--- src/rtl/inverse_subbytes_seq.sv ---
// inverse_subbytes_seq: sequential AES SubBytes engine, LANES bytes per cycle, MSB byte first.
// Define SUBBYTES_FWD_MODE_EN to add forward S-boxes selected per state by mode.
module inverse_subbytes_seq #(
   parameter int unsigned LANES = 4
) (
   input  logic         clk,
   input  logic         rst_n,
   input  logic         in_valid,
   output logic         in_ready,
   input  logic [127:0] sb_in,
   input  logic         mode,
   output logic         out_valid,
   input  logic         out_ready,
   output logic [127:0] sb_out,
   output logic         busy
);

   localparam int unsigned N  = 16 / LANES;
   localparam int unsigned CW = (N > 1) ? $clog2(N) : 1;

   localparam logic [1:0] S_IDLE = 2'd0;
   localparam logic [1:0] S_RUN  = 2'd1;
   localparam logic [1:0] S_DONE = 2'd2;

   if (!(LANES == 1 || LANES == 2 || LANES == 4 || LANES == 8 || LANES == 16)) begin : g_bad_lanes
      $error("inverse_subbytes_seq: LANES must be 1, 2, 4, 8 or 16");
   end

   logic [1:0]    fsm, fsm_nxt;
   logic [CW-1:0] cnt, cnt_nxt;
   logic [127:0]  data_q, data_nxt;
   logic          out_valid_nxt, busy_nxt;
   logic          accept;
   logic [7:0]    lane_x [LANES];
   logic [7:0]    lane_y [LANES];

   // in_ready is forced low during reset; it only looks at out_ready while holding a result
   assign in_ready = rst_n && ((fsm == S_IDLE) || ((fsm == S_DONE) && out_ready));
   assign accept   = in_valid && in_ready;
   assign sb_out   = data_q;

   // Lane input mux: the LANES bytes of the current group
   always_comb begin
      for (int l = 0; l < int'(LANES); l++) lane_x[l] = 8'h00;
      for (int b = 0; b < 16; b++) begin
         if (CW'(b / int'(LANES)) == cnt) lane_x[b % int'(LANES)] = data_q[127 - 8*b -: 8];
      end
   end

`ifdef SUBBYTES_FWD_MODE_EN
   logic mode_q, mode_nxt;
`else
   logic unused_mode;
   assign unused_mode = mode;
`endif

   for (genvar l = 0; l < int'(LANES); l++) begin : g_lane
`ifdef SUBBYTES_FWD_MODE_EN
      logic [7:0] inv_y, fwd_y;
      Inverse_sbox u_inv (.x(lane_x[l]), .y(inv_y));
      Sbox         u_fwd (.x(lane_x[l]), .y(fwd_y));
      assign lane_y[l] = mode_q ? fwd_y : inv_y;
`else
      Inverse_sbox u_inv (.x(lane_x[l]), .y(lane_y[l]));
`endif
   end

   // Next-state and datapath update
   always_comb begin
      fsm_nxt  = fsm;
      cnt_nxt  = cnt;
      data_nxt = data_q;
`ifdef SUBBYTES_FWD_MODE_EN
      mode_nxt = mode_q;
`endif
      unique case (fsm)
         S_IDLE: ;
         S_RUN: begin
            for (int b = 0; b < 16; b++) begin
               if (CW'(b / int'(LANES)) == cnt) data_nxt[127 - 8*b -: 8] = lane_y[b % int'(LANES)];
            end
            if (cnt == CW'(N - 1)) fsm_nxt = S_DONE;
            else                   cnt_nxt = cnt + CW'(1);
         end
         S_DONE: if (out_ready) fsm_nxt = S_IDLE;
         default: fsm_nxt = S_IDLE;
      endcase
      // Accept is only possible in IDLE or DONE; it overrides the release-to-IDLE
      if (accept) begin
         fsm_nxt  = S_RUN;
         cnt_nxt  = '0;
         data_nxt = sb_in;
`ifdef SUBBYTES_FWD_MODE_EN
         mode_nxt = mode;
`endif
      end
      out_valid_nxt = (fsm_nxt == S_DONE);
      busy_nxt      = (fsm_nxt == S_RUN);
   end

   always_ff @(posedge clk) begin
      if (!rst_n) begin
         fsm       <= S_IDLE;
         cnt       <= '0;
         data_q    <= '0;
         out_valid <= 1'b0;
         busy      <= 1'b0;
`ifdef SUBBYTES_FWD_MODE_EN
         mode_q    <= 1'b0;
`endif
      end else begin
         fsm       <= fsm_nxt;
         cnt       <= cnt_nxt;
         data_q    <= data_nxt;
         out_valid <= out_valid_nxt;
         busy      <= busy_nxt;
`ifdef SUBBYTES_FWD_MODE_EN
         mode_q    <= mode_nxt;
`endif
      end
   end

endmodule

// GF(2^8) multiplicative inverse (x^254, 0 maps to 0) over the AES polynomial 0x11B.
module gf_inv (
   input  logic [7:0] x,
   output logic [7:0] y
);

   function automatic logic [7:0] gmul(input logic [7:0] a, input logic [7:0] b);
      logic [7:0] p;
      logic [7:0] aa;
      p  = 8'h00;
      aa = a;
      for (int i = 0; i < 8; i++) begin
         if (b[i]) p = p ^ aa;
         aa = {aa[6:0], 1'b0} ^ (aa[7] ? 8'h1B : 8'h00);
      end
      return p;
   endfunction

   logic [7:0] x2, x3, x12, x15, x240, x252;

   // Addition chain 2,3,12,15,240,252,254
   always_comb begin
      x2   = gmul(x, x);
      x3   = gmul(x2, x);
      x12  = gmul(gmul(x3, x3), gmul(x3, x3));
      x15  = gmul(x12, x3);
      x240 = gmul(gmul(x15, x15), gmul(x15, x15));
      x240 = gmul(gmul(x240, x240), gmul(x240, x240));
      x252 = gmul(x240, x12);
      y    = gmul(x252, x2);
   end

endmodule

// AES inverse S-box: inverse affine transform followed by field inversion.
module Inverse_sbox (
   input  logic [7:0] x,
   output logic [7:0] y
);
   logic [7:0] pre;
   assign pre = {x[6:0], x[7]} ^ {x[4:0], x[7:5]} ^ {x[1:0], x[7:2]} ^ 8'h05;
   gf_inv u_gf (.x(pre), .y(y));
endmodule

`ifdef SUBBYTES_FWD_MODE_EN
// AES forward S-box: field inversion followed by the affine transform.
module Sbox (
   input  logic [7:0] x,
   output logic [7:0] y
);
   logic [7:0] i;
   gf_inv u_gf (.x(x), .y(i));
   assign y = i ^ {i[6:0], i[7]} ^ {i[5:0], i[7:6]} ^ {i[4:0], i[7:5]} ^ {i[3:0], i[7:4]} ^ 8'h63;
endmodule
`endif
--- config.mk ---
export PLATFORM = sky130hd
export DESIGN_NAME = inverse_subbytes_seq
export DESIGN_NICKNAME = d
export VERILOG_FILES = /design/src/rtl/inverse_subbytes_seq.sv
export SDC_FILE = /design/constraint.sdc
export NUM_CORES = 2
export LEC_CHECK = 0
export CAP_MARGIN = 20
export CORE_MARGIN = 2
export CORE_UTILIZATION = 57
export DETAILED_ROUTE_END_ITERATION = 6
export MAX_ROUTING_LAYER = met4
export PLACE_DENSITY_LB_ADDON = 0.1
export SETUP_SLACK_MARGIN = 0.3
export SYNTH_ARGS = -nofsm -noshare
export SYNTH_HDL_FRONTEND = slang
export SYNTH_SLANG_ARGS = --single-unit
--- constraint.sdc ---
create_clock -name clk -period 21.5 [get_ports clk]
set_input_delay 4.3 -clock clk [delete_from_list [all_inputs] [get_ports clk]]
set_output_delay 4.3 -clock clk [all_outputs]
set_load 0.02 [all_outputs]
==> results_dict.tcl <==
set metrics [dict create \
    routabilityCongestion 0.994 \
    synthFlopType "dfxtp_1" \
    ys_seq_area_frac 0.0510 \
    drive_above_1_share 0.111 \
    nets 7380 \
    report.final.slew_viol_count 0 \
    port_buffers 262 \
    slowest_stage "xnor3_2" \
    crit_top_cell "xnor2_1" \
    cts.clk_slew.worst_paths_ns 0.09 \
    synth_top_area_cell "xnor2_1" \
    die_area_sq_mm 0.0946 \
    r2r_cells 68 \
    cts_root_buffer "clkbuf_16" \
    max_stage_delay_ns 0.73 \
    placed_area_sq_mm 0.0569 \
    dp_hpwl_um 130000 \
    vias_per_cell 6.23 \
    die-width_um 308 \
    yosysMostFrequentCell "xnor2_1" \
    status "complete, no violations" \
    drc 0 \
    synth_fp_nets 7208 \
    crit_path_end_kind "flop" \
    final_area_sq_mm 0.0590 \
    async_reset_ff_frac 0 \
    hold-path-cell-count 2 \
    synthesis.area_sq_mm 0.0525 \
    avgSynthCellArea_sq_um 7.46 \
    hold_path.class "flop to flop" \
    startpoint_type "flop" \
    clock_sinks 134 \
    num_vias 52500 \
    whs_endpoint "sb_out[47]$_SDFFE_PN0P_" \
    grt_use_total 0.368 \
    post-route-period-util 0.946 \
    wl_per_cell_um 21.0 \
    antenna_found_initial 2 \
    ys_warn_count 0 \
    clock.fmax_ghz 0.0492 \
    synthDistinctLibCells 124 \
    start_util 0.574 \
    worst_pin_slew_ns 1.26 \
    grt_pass1_wl_um 273000 \
    finalHoldViolations 0 \
    grt.overflow.total 0 \
    antenna_left 0 \
    core_sq_mm 0.0915 \
    grt_pass1_vias 47200 \
    rr_startpoint "cnt[0]$_SDFFE_PP0P_" \
    ys_ff_latch 134 \
    synth_area_leaders "xnor2_1, xnor3_1, xor2_1" \
    finalCriticalPeriod_ns 20.34 \
    h-tree-depth 4 \
    cts_buffers 17 \
    pin_count 264 \
    drt_iter0_markers 5880 \
    crit_path_max_fanout 20 \
    slew_headroom 0.154 \
    worstHoldStart "sb_out[47]$_SDFFE_PN0P_" \
    synth_edf_count 0 \
    clock_path_buffers 2 \
    required_ns 21.93 \
    rsz0062_at_grt "true" \
    skew_ns 0.0271 \
    synthTopCellsByCount "xnor2_1, nor2_1, nand2_1, xor2_1, a21oi_1" \
    syn_inst 7046 \
    worst_r2r_endpoint "sb_out[99]$_SDFFE_PN0P_" \
    cp.arrival_ns 20.77 \
    rows 111 \
    rrSetupSlack_ns 1.16 \
    synth_top_area_frac 0.215 \
    drv_cap 0 \
    wl_um 177000 \
    path_class "flop to flop" \
    cts_tree "built" \
    setup_violations 0 \
    cts_hold_buf 0 \
    drt-pass1-iter-count 6 \
    worst_skew_pair.late_latency_ns 0.52 \
    syn_to_final_growth_pct 12.2 \
    grt_max_degree 67 \
    fp.dieH_um 308 \
]
[cell usage in the layout, fill, tap and decap left out, drive strengths merged, types with 36 or more instances in the layout]
master / n
o21ai: 427
nor3: 147
nor2: 887
nand2: 767
inv: 116
nand2b: 48
and2: 69
a31oi: 61
a211oi: 62
o211ai: 62
xor2: 418
clkdlybuf4s50: 261
nand3: 168
a21oi: 351
a221oi: 39
buf: 379
nand3b: 36
a22oi: 60
xnor3: 252
o22ai: 56
dfxtp: 134
nor2b: 90
xnor2: 1380
mux2i: 247
[layer usage]
layer / part of all wire / track usage
met4: 0.030 / 0.104
met3: 0.091 / 0.0469
met5: 0 / -
met2: 0.45 / 0.566
met1: 0.43 / 0.504
[sequential cells by signal (all words and copies together), names as in the netlist]
signal     count
busy           1
cnt            2
fsm            2
out_valid      1
sb_out       128
[through the flow]
stage / utilization / instances / worst slack [ns] / TNS (ns) / hold WS, ns
floorplan: - / 7046 / 2.15 / 0 / 0.538
global placement: 0.622 / 8313 / 0.000130 / 0 / 0.546
detailed placement: 0.622 / 8313 / -0.425 / -6.27 / 0.545
CTS: 0.631 / 8350 / 0.322 / 0 / 0.557
global route: 0.644 / 8417 / 0.236 / 0 / 0.616
finish: 0.644 / 8418 / 1.16 / 0 / 0.557
[final cells by class]
type,count,area (sq um)
antenna,1,2.50
clock buffer,17,425
clock inverter,15,179
fill,8281,32600
inverter,121,459
multi-input combinational,6304,48300
sequential,134,2680
tap,1186,1480
timing repair buffer,640,5470
[kinds of logic after synthesis]
kind of cell / count (synthesis) / synth area share
AOI/OAI and AO/OA: 1535 / 0.195
xor gates and xnor gates: 2074 / 0.439
adders and majority gates: 41 / 0.00919
buffers and inverters: 609 / 0.0502
DFF: 134 / 0.0510
muxes: 284 / 0.0562
and+or+nand+nor: 2369 / 0.200
[timing repair]
action | 4_1_cts | 5_1_grt
gates cloned | 0 | 1
setup endpoints to repair | 71 | 128
gates resized for setup | 20 | 100
buffers inserted | 5 | 60
pin swaps | 3 | 25
[worst max-delay path, delay by kind of cell (launching register included)]
| family | cells | cell delay [ns] |
|---|---|---|
| multiplexers | 4 | 0.93 |
| adder cells (fa/ha/maj) | 3 | 1.22 |
| flip-flops | 1 | 0.41 |
| AO/OA/AOI/OAI | 11 | 2.59 |
| XOR/XNOR | 34 | 11.71 |
| AND/OR/NAND/NOR | 8 | 1.40 |
| buffers and inverters | 8 | 1.94 |
[worst max-delay path by stage]
stage / start / cells after the start / to
after floorplan: cnt[0]$_SDFFE_PP0P_ / 85 / sb_out[58]$_SDFFE_PN0P_
after global placement: cnt[0]$_SDFFE_PP0P_ / 69 / sb_out[26]$_SDFFE_PN0P_
after detailed placement: cnt[0]$_SDFFE_PP0P_ / 71 / sb_out[26]$_SDFFE_PN0P_
after CTS: cnt[0]$_SDFFE_PP0P_ / 70 / sb_out[45]$_SDFFE_PN0P_
after global routing: cnt[0]$_SDFFE_PP0P_ / 72 / sb_out[26]$_SDFFE_PN0P_
final: cnt[0]$_SDFFE_PP0P_ / 68 / sb_out[99]$_SDFFE_PN0P_
Power is left out: the tool's default activity adds up to more than one toggle a clock period on the data nets, which glitch-free logic cannot reach.
